File: src/rtl/watermark_fifo.sv
// watermark_fifo: single-clock FWFT FIFO with level, thresholds, sticky errors and flush
//
// Any DEPTH >= 2 is supported; DEPTH does not have to be a power of two.
// Define WATERMARK_FIFO_PEAK_LEVEL_EN to add peak (high-watermark) tracking.
//
// Ports:
//   clock                  rising-edge clock for all state
//   resetn                 asynchronous active-low reset (storage is not reset)
//   write_enable/data      push write_data; the push is ignored while full
//   read_enable            pop the head entry; the pop is ignored while empty
//   read_data              head entry, first-word fall-through (undefined while empty)
//   full/empty/level       occupancy as registered at the last edge
//   flush                  empties the FIFO next cycle; same-cycle push/pop discarded silently
//   lower/upper_threshold  live thresholds, compared unsigned against level
//   overflow/underflow     sticky error flags, cleared by clear_errors (a new error wins)
//   clear_errors           clears overflow/underflow
//   clear_peak, peak_level only with WATERMARK_FIFO_PEAK_LEVEL_EN
module watermark_fifo #(
    parameter int WIDTH = 8,
    parameter int DEPTH = 4,
    localparam int LEVEL_W = $clog2(DEPTH + 1)
) (
    input  logic               clock,
    input  logic               resetn,
    input  logic               write_enable,
    input  logic [WIDTH-1:0]   write_data,
    output logic               full,
    input  logic               read_enable,
    output logic [WIDTH-1:0]   read_data,
    output logic               empty,
    output logic [LEVEL_W-1:0] level,
    input  logic               flush,
    input  logic [LEVEL_W-1:0] lower_threshold_level,
    output logic               lower_threshold_status,
    input  logic [LEVEL_W-1:0] upper_threshold_level,
    output logic               upper_threshold_status,
    output logic               overflow,
    output logic               underflow,
    input  logic               clear_errors
`ifdef WATERMARK_FIFO_PEAK_LEVEL_EN
    ,
    input  logic               clear_peak,
    output logic [LEVEL_W-1:0] peak_level
`endif
);
    localparam int PTR_W = $clog2(DEPTH);
    localparam logic [PTR_W-1:0] PTR_LAST = PTR_W'(DEPTH - 1);
    localparam logic [LEVEL_W-1:0] LEVEL_FULL = LEVEL_W'(DEPTH);

    logic [WIDTH-1:0]   mem [DEPTH];
    logic [PTR_W-1:0]   wr_ptr_q, wr_ptr_d, rd_ptr_q, rd_ptr_d;
    logic [LEVEL_W-1:0] level_q, level_d;
    logic               overflow_q, overflow_d, underflow_q, underflow_d;
    logic               wr_acc, rd_acc;

    assign full  = level_q == LEVEL_FULL;
    assign empty = level_q == '0;
    assign level = level_q;
    assign read_data = mem[rd_ptr_q];
    assign overflow  = overflow_q;
    assign underflow = underflow_q;
    assign lower_threshold_status = level_q <= lower_threshold_level;
    assign upper_threshold_status = level_q >= upper_threshold_level;

    // Flush suppresses both transfers and any error they would have raised.
    assign wr_acc = write_enable && !full && !flush;
    assign rd_acc = read_enable && !empty && !flush;

    always_comb begin
        wr_ptr_d = flush ? '0 : !wr_acc ? wr_ptr_q : (wr_ptr_q == PTR_LAST) ? '0 : wr_ptr_q + PTR_W'(1);
        rd_ptr_d = flush ? '0 : !rd_acc ? rd_ptr_q : (rd_ptr_q == PTR_LAST) ? '0 : rd_ptr_q + PTR_W'(1);
        level_d  = flush ? '0 :
                   (wr_acc && !rd_acc) ? level_q + LEVEL_W'(1) :
                   (rd_acc && !wr_acc) ? level_q - LEVEL_W'(1) : level_q;
        // Set has priority over clear_errors.
        overflow_d  = (overflow_q && !clear_errors) || (write_enable && full && !flush);
        underflow_d = (underflow_q && !clear_errors) || (read_enable && empty && !flush);
    end

    always_ff @(posedge clock or negedge resetn) begin
        if (!resetn) begin
            wr_ptr_q    <= '0;
            rd_ptr_q    <= '0;
            level_q     <= '0;
            overflow_q  <= 1'b0;
            underflow_q <= 1'b0;
        end else begin
            wr_ptr_q    <= wr_ptr_d;
            rd_ptr_q    <= rd_ptr_d;
            level_q     <= level_d;
            overflow_q  <= overflow_d;
            underflow_q <= underflow_d;
        end
    end

    always_ff @(posedge clock) begin
        if (wr_acc) mem[wr_ptr_q] <= write_data;
    end

`ifdef WATERMARK_FIFO_PEAK_LEVEL_EN
    logic [LEVEL_W-1:0] peak_q, peak_d;

    assign peak_level = peak_q;

    // Tracks the next level so a flush with clear_peak yields 0.
    always_comb peak_d = clear_peak ? level_d : (level_d > peak_q) ? level_d : peak_q;

    always_ff @(posedge clock or negedge resetn) begin
        if (!resetn) peak_q <= '0;
        else peak_q <= peak_d;
    end
`endif
endmodule

File: config.mk
export PLATFORM = sky130hd
export DESIGN_NAME = watermark_fifo
export DESIGN_NICKNAME = d
export VERILOG_FILES = /design/src/rtl/watermark_fifo.sv
export SDC_FILE = /design/constraint.sdc
export NUM_CORES = 1
export LEC_CHECK = 0
export BUFFER_PORTS_ARGS = -buffer_cell sky130_fd_sc_hd__buf_2
export CORE_ASPECT_RATIO = 0.6
export CORE_MARGIN = 2
export CORE_UTILIZATION = 54
export DETAILED_ROUTE_END_ITERATION = 8
export PLACE_DENSITY = 0.79
export SLEW_MARGIN = 20
export SYNTH_ARGS = -nofsm -noshare
export SYNTH_HDL_FRONTEND = slang
export SYNTH_SLANG_ARGS = --single-unit
File: constraint.sdc
create_clock -name clock -period 3 [get_ports clock]
set_input_delay 0.45 -clock clock [delete_from_list [all_inputs] [get_ports clock]]
set_output_delay 0.45 -clock clock [all_outputs]
set_load 0.03 [all_outputs]
* After elaboration in Yosys (flattened, before gate mapping) *
Memories as Yosys holds them, arrays and structs flattened.
Cells that the tools add are included.
Widths: inputs -> output; s select.

operators by class
  $add $sub $neg = 4
  $lt $le $gt $ge = 2
  eq/ne operators = 3
  multiplexer cells = 11
  reductions and logical operators = 24

operator list
  operator             count
  $logic_and 1x1->1    12
  $mux 2               6
  $mux 3               3
  $logic_not 1->1      6
  $add 2x1->2 const B  2
  $eq 2x2->1 const B   2
  $reduce_bool 2->1    2
  $add 3x1->3 const B  1
  $eq 3x3->1 const B   1
  $ge 3x3->1           1
  $le 3x3->1           1
  $logic_not 3->1      1
  $reduce_bool 3->1    1
  $sub 3x1->3 const B  1
  $logic_or 1x1->1     2
  $mux 1               2

word-level totals
  register bits after elaboration = 9
  RAM bits = 32
  bits of input ports = 20
  output and inout bits = 17
  logic and storage cells = 50
  memories = 1

memory list
  memory  words  width  rd ports  clocked after memory_dff  write ports  line  text
  mem     4      8      1         0                         1            50    logic [WIDTH-1:0] mem [DEPTH];

* Longest topological paths before layout *
  depth after elaboration = 9
  mapped depth = 9
  depth with buffers taken out = 8

* Least setup slack after synthesis *
No wires, ideal clock.

  kind = reg-to-reg
  start point = register level_q[0], in the netlist level[0]
  end point = register level_q[1], in the netlist level[1]
  library setup time = 0.104 ns
  arrival = 2.318 ns
  data required time = 2.896 ns
  slack = 0.578 ns
  cell stages (with the launch flop) = 9
  buffers on the path = 1
  period minus slack after synthesis = 2.422 ns
  cells stage by stage = dfrtp_1 buf_6 or3b_4 inv_2 nor3_1 fa_1 a311oi_1 o21ai_1 a221oi_1

between the ends
  elaborated cells between the ends (all ways) = 18
  those cells by class = 2 x add/sub; 1 x eq/ne; 3 x mux; 12 x reduce/logical

RTL lines
  element                                               line    text
  start, declared                                       52      logic [LEVEL_W-1:0] level_q, level_d;
  start signal, assigned                                90      level_q <= level_d;
  $eq 3x3->1 *                                          56      assign full = level_q == LEVEL_FULL;
  via full                                              27      output logic full,
  $logic_not 1->1 *                                     66      assign wr_acc = write_enable && !full && !flush;
  $logic_and 1x1->1 * (2 in series)                     66
  $logic_and 1x1->1 or $logic_not 1->1 (tied branches)  73, 74
  $mux 3 or $logic_and 1x1->1 (tied branches)           73, 74
  $mux 3 or $reduce_bool 3->1 (tied branches)           n/a

Mark *: on every way through the listed nets, which the timed path passes. The rest lies on a longest branch. The select of a mux whose other input is x is not followed.
A chain may end at the register's enable or synchronous reset.

* Worst setup path after layout *
  start point = register level_q[2], in the netlist level[2]
  end point = register level_q[1], in the netlist level[1]

between the ends
  word-level cells in the longest chain between the ends = 8
  elaborated cells between the ends (all ways) = 15
  those cells by class = 1 x eq/ne; 2 x mux; 12 x reduce/logical

RTL lines
  element                          line  text
  $logic_not 3->1                  57    assign empty = level_q == '0;
  $logic_not 1->1                  67    assign rd_acc = read_enable && !empty && !flush;
  $logic_and 1x1->1 (2 in series)  67
  $logic_not 1->1                  73    (wr_acc && !rd_acc) ? level_q + LEVEL_W'(1) :
  $logic_and 1x1->1                73
  $mux 3                           73
  $mux 3                           72    level_d = flush ? '0 :

Parallel ways exist; a longest one is shown, timed or not.

==> impl_metrics.yaml <==
synth:
  yosysMostFrequentCell: "edfxtp_1"
  ys_seq_area_frac: 0.609
  syn_inst: 131
  syn-cell-area_um2: 1950
  yosysWarnings: 0
  ys_ff_latch: 41
  synth_flop_cell: "edfxtp_1"
  synth_top_area_frac: 0.493
  synth_edf_count: 32
  async_flop_share: 0.220
  ys_types: 42
  synth.avg_cell_area_um2: 14.9
  synth_top_cells_by_area: "edfxtp_1 (49%), dfrtp_1 (12%), mux4_2 (9.2%)"
  synth_commonest_cells: "edfxtp_1 (32), inv_1 (11), ha_1 (10)"
  synth_top_area_cell: "edfxtp_1"
  synth_fp_nets: 162
power:
  ir_drop_uv: 403
  p_leak_nw: 0.905
  p_per_area_nw_per_um2: 785
sta:
  hold_viol_final: 0
  rsz0062_at_grt: "false"
  finClkSkew_ns: 0.00428
  setup_tns_ns: 0
  setup_violations: 0
  period_minus_slack_ns: 2.44
  slew_headroom: 0.617
  drv_slew: 0
  period_share: 0.812
  fmax_mhz: 411
  worst_pin_slew_ns: 0.575
detailed_routing:
  remaining_drc_errors: 0
  antenna_left: 0
  drt_wl_total_mm: 3.66
  vias: 1190
  wl_per_cell_um: 17.1
  vias_per_cell: 5.56
  first_iter_violations: 83
  first_pass_iters: 4
setup_path:
  cp.arrival_ns: 2.62
  cp_max_fo: 14
  max_stage_delay_ns: 0.59
  cp_top_family: "compound AO/OA/AOI/OAI gates"
  rr_worst_depth: 7
  crit_type: "reg2reg"
  endpoint_kind: "flip-flop"
  crit_chain: "or3b_4 -> inv_2 -> nor3_1 -> fa_1 -> a311oi_1 -> o21ai_1 -> a221oi_1"
  crit_required_ns: 3.18
  crit_slowest_cell: "dfrtp_1"
  critPathBufInv: 1
  startpoint_type: "flip-flop"
  crit_cells: 7
placed_design:
  dpl-instance-area_um2: 2130
  dp_hpwl_mm: 2.73
  io_buffer_count: 36
  dp.cells: 205
  place_congestion: 0.815
clocking:
  clkSlewWorstSetupHoldPaths_ns: 0.07
  max-clock-path-buffers: 2
  ctsHoldBuffers: 1
  post_cts_resized: 0
  postCtsSetupRepairBufs: 0
  clock-sinks: 41
  tritoncts: "yes"
  clk_latency_ns: 0.29
  cts.htree.levels: 2
  root_buffer: "clkbuf_8"
  numCtsBuffers: 5
grt:
  grt_pass1_wl_mm: 5.89
  grt_pass1_vias: 1176
  antenna_found_initial: 0
  grt_overflow: 0
  grt_max_degree: 15
  grt_util_all_layers: 0.207
die:
  initial_core_util: 0.583
  core-area_um2: 3340
  ios: 37
  row_count: 16
  die_w_um: 81.5
  chipHeight_um: 50.5
  die_area_um2: 4120
layout:
  final_nets: 199
  fin_area_um2: 2250
  layout.cells.non_filler: 214
  syn_to_final_growth_pct: 15.4
  drive_gt1_frac: 0.320
  antennaDiodeCount: 0
status:
  status: "complete, no violations"
worst_hold_path:
  min_path_type: "in2reg"
  hold_depth: 2
job:
  maxCapViolCount: 0
[per-layer routing]
layer / vias to the layer above / part of all wire / GRT usage
met2: 50 / 0.48 / 0.322
met4: 0 / 0.011 / 0.0763
met5: - / 0 / 0
met1: 573 / 0.44 / 0.280
li1: 562 / - / -
met3: 5 / 0.069 / 0.0594
[layout by cell type, fill, tap and decap left out, types with 3 or more instances in the layout]
cell type  netlist  layout
nor3_1           3       3
buf_2            1      36
edfxtp_1        32      32
mux4_2           8       8
nor2_1           4       4
clkbuf_8         0       5
o22ai_1          4       4
ha_1            10      10
and2_1           4       4
inv_1           11      11
nand2_1          4       4
dfrtp_1          9       9
nand3_1          3       3
[worst register-to-register path, stage by stage (launching register included)]
cell	delay [ns]
dfrtp_1	0.59
or3b_4	0.47
inv_2	0.08
nor3_1	0.06
fa_1	0.46
a311oi_1	0.26
o21ai_1	0.10
a221oi_1	0.31
[state kept, by name (all words and copies together), names as in the netlist]
register / count
underflow: 1
overflow: 1
mem: 32
rd_ptr_q: 2
level: 3
wr_ptr_q: 2
[where the power goes]
group	total, mW	switching, mW	internal (mW)
Sequential	0.749	0.0862	0.662
Clock	0.417	0.172	0.245
Combinational	0.598	0.356	0.242
[cells by family after synthesis]
family | Yosys count | share of synthesized area
mux | 9 | 0.0976
buf+inv | 19 | 0.0507
xor+xnor | 3 | 0.0135
flops | 41 | 0.609
simple gates | 27 | 0.0771
fa+ha+maj | 11 | 0.0745
compound gates | 21 | 0.0777
[path summary, 6_finish.rpt]
path                                      start                 endpoint  slack (ns)
setup / recovery           level[2]$_DFFE_PN0P_     level[1]$_DFFE_PN0P_        0.56
min in group asynchronous                resetn     level[2]$_DFFE_PN0P_        0.54
max in group asynchronous                resetn  wr_ptr_q[0]$_DFFE_PN0P_        2.27
hold / removal                     clear_errors       overflow$_DFF_PN0_        0.38
setup reg to reg           level[2]$_DFFE_PN0P_     level[1]$_DFFE_PN0P_        0.56
hold reg to reg             underflow$_DFF_PN0_      underflow$_DFF_PN0_        0.53
[per-stage QoR]
step / hold WS [ns] / setup WS, ns / power, mW / util
floorplan: 0.154 / 0.578 / 1.21 / -
global placement: 0.311 / 0.681 / 1.33 / 0.637
detailed placement: 0.317 / 0.557 / 1.36 / 0.637
CTS: 0.364 / 0.574 / 1.78 / 0.672
global route: 0.361 / 0.379 / 1.87 / 0.672
finish: 0.377 / 0.565 / 1.76 / 0.672
[final cells by class]
| class | count | area, um^2 |
|---|---|---|
| Clock inverter | 2 | 33.8 |
| Inverter | 12 | 45.0 |
| Multi-Input combinational cell | 71 | 663 |
| Tap cell | 45 | 56.3 |
| Clock buffer | 6 | 72.6 |
| Fill cell | 223 | 1100 |
| Timing Repair Buffer | 37 | 190 |
| Sequential cell | 41 | 1190 |
Note: power is estimated with default switching activity, not from simulation.
